$ cat config.mk
export PLATFORM = sky130hd
export DESIGN_NAME = apb_master_arbiter
export DESIGN_NICKNAME = d
export VERILOG_FILES = /design/src/rtl/apb_master_arbiter.sv
export SDC_FILE = /design/constraint.sdc
export NUM_CORES = 1
export LEC_CHECK = 0
export CORE_MARGIN = 1
export CORE_UTILIZATION = 25
export DETAILED_ROUTE_END_ITERATION = 12
export DONT_BUFFER_PORTS = 1
export PLACE_DENSITY = 0.47
export SLEW_MARGIN = 20
export SYNTH_ARGS = -nofsm -noshare
export SYNTH_HDL_FRONTEND = slang
export SYNTH_SLANG_ARGS = --single-unit
$ cat constraint.sdc
create_clock -name pclk -period 6.34 [get_ports pclk]
set_input_delay 1.585 -clock pclk [delete_from_list [all_inputs] [get_ports pclk]]
set_output_delay 1.585 -clock pclk [all_outputs]
set_load 0.01 [all_outputs]
$ cat src/rtl/apb_master_arbiter.sv
// Two-requester APB master: round-robin arbitration between m0 (fetch) and m1 (load/store),
// SETUP/ACCESS sequencing toward the decoder, and an ACCESS-phase watchdog that turns a hung slave into an error.
module apb_master_arbiter #(
  parameter int ADDR_WIDTH     = 32,
  parameter int DATA_WIDTH     = 32,
  parameter int TIMEOUT_CYCLES = 255
) (
  input  logic                  pclk,
  input  logic                  rst,
  input  logic                  m0_req,
  input  logic [ADDR_WIDTH-1:0] m0_addr,
  input  logic [DATA_WIDTH-1:0] m0_wdata,
  input  logic                  m0_write,
  input  logic [3:0]            m0_stb,
  output logic                  m0_done,
  output logic [DATA_WIDTH-1:0] m0_rdata,
  output logic                  m0_err,
  input  logic                  m1_req,
  input  logic [ADDR_WIDTH-1:0] m1_addr,
  input  logic [DATA_WIDTH-1:0] m1_wdata,
  input  logic                  m1_write,
  input  logic [3:0]            m1_stb,
  output logic                  m1_done,
  output logic [DATA_WIDTH-1:0] m1_rdata,
  output logic                  m1_err,
  output logic [ADDR_WIDTH-1:0] paddr,
  output logic [DATA_WIDTH-1:0] pdata,
  output logic                  pwrite,
  output logic [3:0]            pstb,
  output logic                  psel,
  output logic                  penable,
  input  logic [DATA_WIDTH-1:0] prdata,
  input  logic                  pready,
  input  logic                  perr,
  output logic                  grant,
  output logic [1:0]            o_state
);

  // Requester handshake: a requester holds req and its inputs stable until its one-cycle done pulse;
  // the transfer is accepted only in IDLE, and a req still high in the IDLE after done is a new request.

  typedef enum logic [1:0] {
    S_IDLE   = 2'd0,
    S_SETUP  = 2'd1,
    S_ACCESS = 2'd2,
    S_RESP   = 2'd3
  } state_t;

  localparam int CW = (TIMEOUT_CYCLES > 0) ? $clog2(TIMEOUT_CYCLES + 1) : 1;
  localparam logic [CW-1:0] TO_VAL = CW'(TIMEOUT_CYCLES);

  state_t                r_state;
  state_t                w_next_state;
  logic [ADDR_WIDTH-1:0] r_paddr;
  logic [DATA_WIDTH-1:0] r_pdata;
  logic                  r_pwrite;
  logic [3:0]            r_pstb;
  logic                  r_psel;
  logic                  r_penable;
  logic                  r_grant;
  logic                  r_last_grant;
  logic [CW-1:0]         r_cnt;
  logic [DATA_WIDTH-1:0] r_rdata;
  logic                  r_err;

  logic                  w_req_any;
  logic                  w_pick;
  logic [CW-1:0]         w_cnt_next;
  logic                  w_timeout;
  logic                  w_resp;

  always_comb begin
    w_next_state = r_state;
    w_req_any    = m0_req | m1_req;
    w_cnt_next   = r_cnt + CW'(1);
    w_timeout    = (TIMEOUT_CYCLES != 0) && (w_cnt_next == TO_VAL);
    // Only one requester: it wins. Both: the one that did not win last time.
    if (m0_req && m1_req) w_pick = ~r_last_grant;
    else                  w_pick = m1_req;
    case (r_state)
      S_IDLE:   if (w_req_any) w_next_state = S_SETUP;
      S_SETUP:  w_next_state = S_ACCESS;
      S_ACCESS: if (pready || w_timeout) w_next_state = S_RESP;
      S_RESP:   w_next_state = S_IDLE;
      default:  w_next_state = S_IDLE;
    endcase
  end

  always_ff @(posedge pclk or posedge rst) begin
    if (rst) r_state <= S_IDLE;
    else     r_state <= w_next_state;
  end

  always_ff @(posedge pclk or posedge rst) begin
    if (rst) begin
      r_paddr      <= '0;
      r_pdata      <= '0;
      r_pwrite     <= 1'b0;
      r_pstb       <= '0;
      r_psel       <= 1'b0;
      r_penable    <= 1'b0;
      r_grant      <= 1'b0;
      r_last_grant <= 1'b1;
      r_cnt        <= '0;
      r_rdata      <= '0;
      r_err        <= 1'b0;
    end else begin
      case (r_state)
        S_IDLE: begin
          if (w_req_any) begin
            r_grant      <= w_pick;
            r_last_grant <= w_pick;
            r_paddr      <= w_pick ? m1_addr  : m0_addr;
            r_pdata      <= w_pick ? m1_wdata : m0_wdata;
            r_pwrite     <= w_pick ? m1_write : m0_write;
            r_pstb       <= w_pick ? m1_stb   : m0_stb;
            r_psel       <= 1'b1;
            r_penable    <= 1'b0;
          end
        end
        S_SETUP: begin
          r_penable <= 1'b1;
          r_cnt     <= '0;
        end
        S_ACCESS: begin
          if (pready) begin
            r_rdata   <= prdata;
            r_err     <= perr;
            r_psel    <= 1'b0;
            r_penable <= 1'b0;
          end else if (TIMEOUT_CYCLES != 0) begin
            // The counter never wraps: reaching the limit leaves ACCESS on this edge.
            r_cnt <= w_cnt_next;
            if (w_timeout) begin
              r_rdata   <= '0;
              r_err     <= 1'b1;
              r_psel    <= 1'b0;
              r_penable <= 1'b0;
            end
          end
        end
        default: ;
      endcase
    end
  end

  assign w_resp   = (r_state == S_RESP);
  assign m0_done  = w_resp & ~r_grant;
  assign m1_done  = w_resp & r_grant;
  assign m0_rdata = m0_done ? r_rdata : '0;
  assign m1_rdata = m1_done ? r_rdata : '0;
  assign m0_err   = m0_done & r_err;
  assign m1_err   = m1_done & r_err;

  assign paddr   = r_paddr;
  assign pdata   = r_pdata;
  assign pwrite  = r_pwrite;
  assign pstb    = r_pstb;
  assign psel    = r_psel;
  assign penable = r_penable;
  assign grant   = r_grant;
  assign o_state = r_state;

endmodule

## Word level (Yosys, flattened, before mapping)

Cells that the tools add are included.

| cells by class | value |
|---|---|
| add/subtract/negate cells | 1 |
| equality and inequality tests | 8 |
| mux-type cells | 22 |
| bitwise operators | 7 |
| reductions and logical operators | 13 |

Operator list:

| kind | count |
|---|---|
| 32-bit 2-to-1 mux | 6 |
| 8-bit case mux with 2 select lines | 1 |
| 8-bit by 1-bit adder with 8-bit output, second input constant | 1 |
| 8-bit equality test, second input constant | 1 |
| 1-bit 2-to-1 mux | 8 |
| 8-bit 2-to-1 mux | 1 |
| 2-bit case mux with 4 select lines | 1 |
| 2-bit AND reduction | 4 |
| 2-bit != test, second input constant | 3 |
| 3-bit AND reduction | 2 |
| 2-bit nonzero test | 3 |
| 1-bit bitwise AND | 4 |
| 2-bit equality test, second input constant | 2 |
| 2-bit 2-to-1 mux | 2 |
| 4-bit 2-to-1 mux | 1 |
| 3-bit != test, second input constant | 1 |
| 1-bit case mux with 3 select lines | 1 |
| 3-bit nonzero test | 1 |
| 2-bit by 1-bit equality test with 1-bit output, second input constant | 1 |
| 2-bit logical NOT | 1 |
| 1-bit NOT | 2 |
| 1-bit case mux with 2 select lines | 1 |
| 1-bit logical AND | 1 |
| 1-bit logical OR | 1 |
| 1-bit OR | 1 |

| word-level totals | value |
|---|---|
| register bits | 116 |
| bits of input ports | 176 |
| output and inout bits | 142 |
| logic and storage cells | 63 |

## Depth between registers and ports, before layout

Gate-level depths: netlist of run 1.

| depth | value |
|---|---|
| depth in word-level cells | 5 |
| depth in mapped cells | 7 |
| depth with buffers taken out | 7 |

## Worst setup path before layout of run 1

OpenSTA, ideal clock, no wires.

| timing path | value |
|---|---|
| kind | register to output |
| from | reg r_state[1], in the netlist o_state[1] |
| to | out m0_rdata[22] |
| data arrival time | 1.503 ns |
| data required time | 4.755 ns |
| slack | 3.252 ns |
| stages on the path, launching flop included | 5 |
| buffers on the path | 1 |
| cell sequence | dfrtp_1 -> ha_1 -> nor2b_1 -> clkbuf_1 -> and2_1 |

| on the way | value |
|---|---|
| cells in the longest elaborated chain, start to end | 3 |

RTL lines:

| element | line | source |
|---|---|---|
| from (decl) | 52 | `state_t r_state;` |
| from (signal assigned) | 91 | `else r_state <= w_next_state;` |
| 2-bit equality test | 147 | `assign w_resp = (r_state == S_RESP);` |
| 1-bit bitwise AND | 148 | `assign m0_done = w_resp & ~r_grant;` |
| named net m0_done | 15 | `output logic m0_done,` |
| 32-bit 2-to-1 mux | 150 | `assign m0_rdata = m0_done ? r_rdata : '0;` |
| to (decl) | 16 | `output logic [DATA_WIDTH-1:0] m0_rdata,` |

The timed path passes the listed nets, and every way through them passes these cells.

## Worst setup path after layout of run 1

| timing path | value |
|---|---|
| from | reg r_state[1], in the netlist o_state[1] |
| to | out m0_rdata[21] |

Same word-level chain as after synthesis.

==> flow_summary.yaml, run 1 <==
clock_network:
  clkLatencyLatePin_ps: 410
  cts_buffer_depth: 2
  cts.root.buffer_cell: "clkbuf_16"
  cts.sink_count: 116
  htree_levels: 4
  cts_tree: "yes"
  clkSlewWorstSetupHoldPaths_ps: 60
  cts_setup_buffers: 0
  numCtsBuffers: 17
  cts_resized: 0
  hold_buffers: 0
logic_synthesis:
  synth_simple_gate_area_frac: 0.142
  synthMuxAreaShare: 0.116
  synthAdderAreaFrac: 0.0145
  synth_top_family_by_area: "compound AO/OA/AOI/OAI gates"
  yosysUniqueCellTypes: 45
  synth.avg_cell_area_sq_um: 9.88
  yosys_warnings: 0
  synth_nets: 796
  synth_edf_count: 0
  ys_seq_area_frac: 0.479
  synth-xor-area-share: 0.00743
  synthesis.area_sq_um: 6060
  yosys_most_used_dff: "dfrtp_1"
  synthArstFlopShare: 1.00
  synth_compound_area_frac: 0.184
  netlist_instances: 613
  ys_seq_elements: 116
route:
  drt_iter0_drc: 225
  dr.pass1.iters: 4
  drc: 0
  vias_per_cell: 4.68
  vias: 4348
  drt-total-wl_um: 15800
  drt-wirelength-per-cell_um: 16.9
  ant_nets: 0
place:
  routabilityCongestion: 0.748
  pre_cts_ws_ps: 1990
  place_hpwl_um: 11400
  numPortBuffers: 0
global_route:
  grt_max_degree: 93
  grt_use_met2: 0.211
  grtUsageMet3: 0.0416
  gr-total-overflow: 0
  antenna_found_initial: 0
  grt-busiest-layer: "met2"
  met1_usage: 0.148
  first_global_vias: 4148
  grt_first_pass_wirelength_um: 23300
  grt_usage: 0.125
finish:
  final_common_cell: "dfrtp_1"
  antenna_cells: 0
  drive_gt1_frac: 0.141
  final_cell_mix: "dfrtp_1 (114), o21ai_0 (80), nand2_1 (78)"
  nets: 781
  fin_util: 0.296
  area_growth_pct: 15.3
timing:
  tightest_slew_ps: 985
  timing.final.crit_period_ps: 4390
  timing.hold.ws_ps: 527
  hold_viol: 0
  slew_headroom: 0.343
  setup_viol: 0
  slew_violations: 0
  fin_ws_ps: 1950
  fin_setup_tns_ps: 0
  max_freq_ghz: 0.228
  fin_crit_sh: 0.693
  fin_skew_ps: 9.39
  rsz0062_at_grt: "no"
setup_path:
  worstReg2RegEnd: "r_cnt[5]"
  r2r_slack_ps: 3650
  r2r_cells: 7
  path_max_fanout: 35
  critPathKind: "flop to output port"
  start_kind: "flop"
  cp_data_arrival_time_ps: 2810
  crit_required_ps: 4760
  r2r-start: "o_state[0]"
  crit_path_end_kind: "output port"
hold_path:
  hold_depth: 2
  hold_start: "r_cnt[7]"
  hold_path_class: "flop to flop"
  hold_end: "r_cnt[7]"
die:
  die-area_sq_um: 24900
  num_rows: 56
  coreArea_sq_um: 23600
  ioPinCount: 318
  die_x_um: 158
  start_util: 0.257
  die_height_um: 158
power_and_ir_drop:
  share_seq_of_total_power: 0.420
  power.leakage_uw: 0.00324
  vdd_drop_max_v: 0.000218
  p_clk_frac: 0.278
  swShare: 0.407
  power.density_nw_per_um2: 517
  intPower_uw: 2140
  p_sw_uw: 1470
  combPwrFrac: 0.301
outcome:
  outcome: "finished, final reports clean"
run:
  drv_cap: 0
[cell usage after synthesis, types with 2 or more instances]
cell type / count / area [sq um]
and2_1: 34 / 213
a21oi_1: 7 / 35.0
buf_2: 7 / 35.0
inv_1: 38 / 143
clkbuf_1: 31 / 116
buf_8: 3 / 45.0
o211ai_1: 3 / 22.5
and3_1: 34 / 213
nor2_1: 7 / 26.3
nand2_1: 78 / 293
a211oi_1: 2 / 15.0
a22o_1: 2 / 17.5
xor2_1: 2 / 17.5
o21a_1: 3 / 22.5
ha_1: 7 / 87.6
nand2b_1: 2 / 12.5
dfrtp_1: 115 / 2880
o21ai_2: 30 / 263
a22oi_1: 32 / 240
nor2b_1: 3 / 18.8
nand3_1: 2 / 10.0
mux2i_1: 69 / 691
o21ai_0: 80 / 400
[state kept, by name, indices dropped and copies added, names as in the netlist]
register      count
grant             1
o_state           2
paddr            32
pdata            32
penable           1
psel              1
pstb              4
pwrite            1
r_cnt             8
r_err             1
r_last_grant      1
r_rdata          32
[through the flow]
step | cell area (sq um) | cells | total power (uW)
3_3_place_gp | 6340 | 897 | 2610
6_report | 6990 | 930 | 3610
5_1_grt | 6990 | 930 | 3920
2_1_floorplan | 6060 | 613 | 2340
4_1_cts | 6950 | 929 | 3680
3_5_place_dp | 6340 | 897 | 2650
[per-layer routing]
| metal | share of wire | up-vias | wire (um) |
|---|---|---|---|
| met5 | 0 | - | 0 |
| met3 | 0.071 | 8 | 1120 |
| met4 | 0.0074 | 0 | 116 |
| li1 | - | 2092 | - |
| met1 | 0.42 | 2026 | 6680 |
| met2 | 0.50 | 222 | 7830 |
[logic make-up (layout without fill, tap and decap cells)]
group                    after synthesis  in the layout
buffers and inverters                 80             78
AO/OA/AOI/OAI                        169            169
flip-flops                           116            116
multiplexers                          70             70
XOR/XNOR                               3              3
adder cells (fa/ha/maj)                7              7
AND/OR/NAND/NOR                      168            168
[how the worst max path moves through the flow]
stage	startpoint	end	slack [ps]	cells past startpoint
5_1_grt	o_state[1]	m0_rdata[11]	1550	3
6_report	o_state[1]	m0_rdata[21]	1950	3
3_3_place_gp	o_state[1]	m0_rdata[29]	2170	3
3_5_place_dp	o_state[1]	m0_rdata[21]	1990	3
2_1_floorplan	rst	grant	1680	1
4_1_cts	o_state[1]	m0_rdata[21]	1540	3
[worst max-delay path, cell delays in order (launching register included)]
cell and delay, ps:
dfrtp_1 530, ha_1 870, nor2b_4 700, and2_1 280
[power by group through the flow]
stage | clock network (uW) | registers, uW | logic (uW)
after floorplan | 0 | 1380 | 956
after global placement | 0 | 1530 | 1080
after detailed placement | 0 | 1540 | 1110
after CTS | 1040 | 1530 | 1110
after global routing | 1080 | 1570 | 1270
final | 1010 | 1520 | 1090
[cell type report]
class,count,area (sq um)
fill,2480,16600
sequential,116,2910
multi-input combinational,417,2840
clock buffer,18,439
tap,319,399
clock inverter,14,178
inverter,39,149
timing repair buffer,7,72.6
(Power assumes the default switching activity.)
==> run 2, diff against run 1 <==
Clock period 6.34 ns to 4.3 ns, I/O delays scaled along.
==> run 2 against run 1 <==
Compared with the run above: clock-buffer cell count up 1; via count is 0.14% lower; sequential cell count is the same; die area unchanged; non-clock buffer count grew 2; first-iteration DRC count is 13% higher; core utilization about the same; global-route usage up 0.082 points; largest cell class unchanged; highest routed layer unchanged.
==> flow_summary.yaml, run 2 (synthesis gave the netlist of run 1 again) <==
setup_path:
  path_max_fanout: 35
  crit_path_end_kind: "output port"
  r2r_cells: 7
  cp_data_arrival_time_ps: 2340
  start_kind: "flop"
  crit_required_ps: 3220
  critPathKind: "flop to output port"
route:
  dr.pass1.iters: 4
  drt-total-wl_um: 16000
  ant_nets: 0
  vias_per_cell: 4.66
  drc: 0
  drt_iter0_drc: 254
  vias: 4342
  drt-wirelength-per-cell_um: 17.1
power_and_ir_drop:
  p_sw_uw: 2180
  combPwrFrac: 0.314
  vdd_drop_max_v: 0.000217
  power.leakage_uw: 0.00325
  power.density_nw_per_um2: 760
  intPower_uw: 3130
  swShare: 0.411
  p_clk_frac: 0.272
  share_seq_of_total_power: 0.414
finish:
  final_cell_mix: "dfrtp_1 (115), o21ai_0 (80), nand2_1 (78)"
  drive_gt1_frac: 0.142
  final_common_cell: "dfrtp_1"
  multi_input_area_sq_um: 2840
  nets: 783
  area_growth_pct: 15.4
  ff_latch_area_sq_um: 2900
  fill_cells: 2458
  antenna_cells: 0
  final_area_sq_um: 6990
clock_network:
  cts.sink_count: 116
  cts_setup_buffers: 0
  numCtsBuffers: 17
  cts_tree: "yes"
  cts_buffer_depth: 2
  cts_resized: 0
  clkSlewWorstSetupHoldPaths_ps: 60
  htree_levels: 4
  clkLatencyLatePin_ps: 410
  hold_buffers: 0
  cts.root.buffer_cell: "clkbuf_16"
timing:
  timing.final.crit_period_ps: 3410
  slew_violations: 0
  slew_headroom: 0.363
  fin_skew_ps: 16.5
  tightest_slew_ps: 952
  hold_viol: 0
  setup_viol: 0
  fin_crit_sh: 0.794
  rsz0062_at_grt: "no"
  max_freq_ghz: 0.293
  fin_setup_tns_ps: 0
die:
  ioPinCount: 318
  die-area_sq_um: 24900
  coreArea_sq_um: 23600
  die_height_um: 158
  die_x_um: 158
  num_rows: 56
  start_util: 0.257
place:
  place_area_sq_um: 6380
  routabilityCongestion: 0.718
  numPortBuffers: 0
  place_hpwl_um: 11400
outcome:
  outcome: "finished, final reports clean"
global_route:
  grt_usage: 0.126
  gr-total-overflow: 0
  first_global_vias: 4175
  grt_max_degree: 138
  grt_first_pass_wirelength_um: 23500
  antenna_found_initial: 0
hold_path:
  hold_depth: 2
  hold_path_class: "flop to flop"
run:
  drv_cap: 0
## run 2: changes by cell type in the layout (fill, tap and decap cells not counted), sizes merged
cell,previous run,this run
inv,42,43
buf,7,9
bufinv,3,2
clkbuf,18,19
clkinv,4,3
## run 2: cell type report
type | instances | share of cell area
Clock buffer | 19 | 0.0648
Clock inverter | 13 | 0.0211
Inverter | 39 | 0.0213
Multi-Input combinational cell | 417 | 0.407
Sequential cell | 116 | 0.415
Tap cell | 319 | 0.0571
Timing Repair Buffer | 9 | 0.0138
## run 2: metal layers
metal	up-vias	GRT usage	part of all wire
li1	2096	-	-
met1	2003	0.147	0.41
met2	233	0.214	0.50
met3	10	0.0430	0.074
met4	0	0.0407	0.0083
met5	-	0	0
## run 2: final timing paths
| check | startpoint | slack [ps] | endpoint |
|---|---|---|---|
| worst max-delay path | o_state[1] | 890 | m0_rdata[21] |
| worst min-delay path | r_cnt[7] | 540 | r_cnt[7] |
| worst max register to register | o_state[0] | 1580 | r_cnt[5] |
| worst min register to register | r_cnt[7] | 540 | r_cnt[7] |
| max in group asynchronous | rst | 3120 | paddr[6] |
| min in group asynchronous | rst | 700 | r_rdata[25] |
## run 2: critical path, stage by stage (launching register included)
cell     delay (ps)
dfrtp_1         520
ha_1            210
buf_4           280
nor2b_4         610
and2_1          290
## run 2: power groups by stage
stage	Combinational [uW]	Sequential (uW)	Clock [uW]
finish	1670	2200	1440
floorplan	1410	2030	0
global placement	1650	2210	0
detailed placement	1700	2230	0
CTS	1700	2220	1490
global route	1930	2270	1550
## run 2: metrics by stage
| step | hold slack (ps) | std cells | setup slack [ps] | power, uW | utilization |
|---|---|---|---|---|---|
| floorplan | 484 | 613 | 154 | 3440 | - |
| global placement | 505 | 900 | 1090 | 3860 | 0.270 |
| detailed placement | 527 | 900 | 967 | 3930 | 0.270 |
| CTS | 539 | 932 | 515 | 5410 | 0.296 |
| global route | 570 | 932 | 602 | 5760 | 0.296 |
| finish | 543 | 932 | 887 | 5310 | 0.296 |
==> variant (config.mk and constraints of run 2) <==
Register the outputs `m0_err` and `m1_err`, cleared by the reset; this adds one clock of latency there. The other outputs are not delayed to match.
--- a/src/rtl/apb_master_arbiter.sv
+++ b/src/rtl/apb_master_arbiter.sv
@@ -151,4 +151,11 @@
   assign m1_rdata = m1_done ? r_rdata : '0;
-  assign m0_err   = m0_done & r_err;
-  assign m1_err   = m1_done & r_err;
+  always_ff @(posedge pclk or posedge rst) begin
+    if (rst) begin
+      m0_err <= '0;
+      m1_err <= '0;
+    end else begin
+      m0_err <= m0_done & r_err;
+      m1_err <= m1_done & r_err;
+    end
+  end
 
Check against the original RTL: not equivalent (Yosys sat finds a counterexample within 4 cycles, from zero or initial values and one cycle with rst high).
==> variant against run 2 <==
Hold slack worse by 0.011 ns; power grew 0.75%; critical endpoint is now m0_rdata[27]; core utilization is 0.24 points higher; largest cell class unchanged; sequential cell count up 2; cell area up 1.1%; critical path type unchanged; area after synthesis is 0.83% higher; setup slack got worse by 0.00091 ns; routed wire length grew 2.8%.
==> variant: results (changes against run 2) <==
Run status
  – Status: finished clean

Setup path
  – R2R setup slack: 1.67 ns (+0.09 ns)

Min path
  – Worst hold stages: 1 (-1)
  – Worst Hold Launch: r_cnt[6]
  – Hold worst-path end: r_cnt[6]

Timing
  – Hold Slack: 0.5327 ns (-0.01062 ns)
  – Slew headroom: 0.3123 (-0.05069)

Final layout
  – Share of cells above drive strength 1: 0.1398 (-0.002088)
  – Final non-filler cell total: 934 (+0.21%)
  – Filler Cell Count: 2,471 (+0.53%)
  – Nets@finish: 785 (+0.26%)

Global route
  – First-pass GRT wire length: 23,770 µm (+1.1%)
  – Pin count of the biggest net entering global routing: 139 (+0.72%)
  – All-Layer GR Usage: 0.1285 (+0.002899)
  – Number of global-route vias before repair: 4,153 (-0.53%)

Routing
  – Via count: 4,369 (+0.62%)
  – Initial DRC count: 213 (-16%)
  – Routed WL: 16,400 µm (+2.8%)

Synthesis
  – Gate Count Post-Synth: 615 (+0.33%)
  – Most frequent cells after synthesis: 117 x dfrtp_1, 80 x o21ai_0, 78 x nand2_1, 69 x mux2i_1, 38 x inv_1
  – Yosys cell types: 45 (unchanged)
  – Yosys warnings: 0 (unchanged)
  – Post-synthesis sequential area ratio: 0.4836 (+0.004266)
  – Top post-synthesis cells by area: dfrtp_1 48%, mux2i_1 11%, o21ai_0 6.6%
  – Syn nets: 798 (+0.25%)

Power
  – Peak VDD IR: 0.0002536 V (+17%)
  – Leak: 0.003287 µW (+1.2%)

Placed design
  – Final HPWL DP: 11,810 µm (+3.7%)
  – Cells after DPL: 902 (+0.22%)

Clock network
  – Worst skew pair latency: 0.41 ns (about the same)
  – Setup repair bufs after CTS: 0 (unchanged)
variant: worst max path at each step:
stage                              end  cells past startpoint  startpoint
final                     m0_rdata[27]                      4  o_state[0]
after global routing      m0_rdata[12]                      4  o_state[1]
after CTS                 m0_rdata[27]                      4  o_state[0]
after detailed placement  m0_rdata[27]                      4  o_state[0]
after global placement    m0_rdata[25]                      4  o_state[1]
after floorplan                  grant                      1         rst
variant: kinds of logic (layout without fill, tap and decap cells):
logic type,Yosys count,in the layout,share of synthesized area
AO/OA/AOI/OAI,169,169,0.1825
AND/OR/NAND/NOR,168,168,0.1411
flip-flops,118,118,0.4836
buffers and inverters,80,80,0.05612
multiplexers,70,70,0.1149
adder cells (fa/ha/maj),7,7,0.01434
XOR/XNOR,3,3,0.007375
variant: critical path, delay by kind of cell, from the launching register on:
| kind | cells | cell delay, ns |
|---|---|---|
| AND/OR/NAND/NOR | 2 | 0.89 |
| flip-flops | 1 | 0.51 |
| buffers and inverters | 1 | 0.29 |
| adder cells (fa/ha/maj) | 1 | 0.20 |
variant: stage by stage:
| stage | cell area, µm² | util | worst slack, ns |
|---|---|---|---|
| final | 7071 | 0.2986 | 0.8857 |
| after global routing | 7071 | 0.2986 | 0.6034 |
| after CTS | 7066 | 0.2983 | 0.4694 |
| after detailed placement | 6471 | 0.2732 | 0.9297 |
| after global placement | 6471 | 0.2732 | 1.009 |
| after floorplan | 6108 | - | 0.09754 |
variant: final cells by class:
type / count / area, µm² / share of cell area
Sequential cell: 118 / 2954 / 0.4178
Multi-Input combinational cell: 417 / 2844 / 0.4022
Clock buffer: 18 / 429.2 / 0.06070
Tap cell: 319 / 399.1 / 0.05645
Clock inverter: 14 / 165.2 / 0.02336
Inverter: 39 / 148.9 / 0.02106
Timing Repair Buffer: 9 / 130.1 / 0.01840
variant: per-layer routing:
metal | vias up | global-route usage | routed length [µm]
met5 | - | 0 | 0
met4 | 0 | 0.05632 | 257
met3 | 14 | 0.03157 | 1027
met2 | 215 | 0.2251 | 8332
met1 | 2037 | 0.1478 | 6786
li1 | 2103 | - | -
variant: where the power goes:
part	total, µW	leakage (µW)	switching [µW]	internal, µW
clock network	1450	0.000284	578	870
logic	1690	0.00159	1030	660
registers	2220	0.00141	610	1610
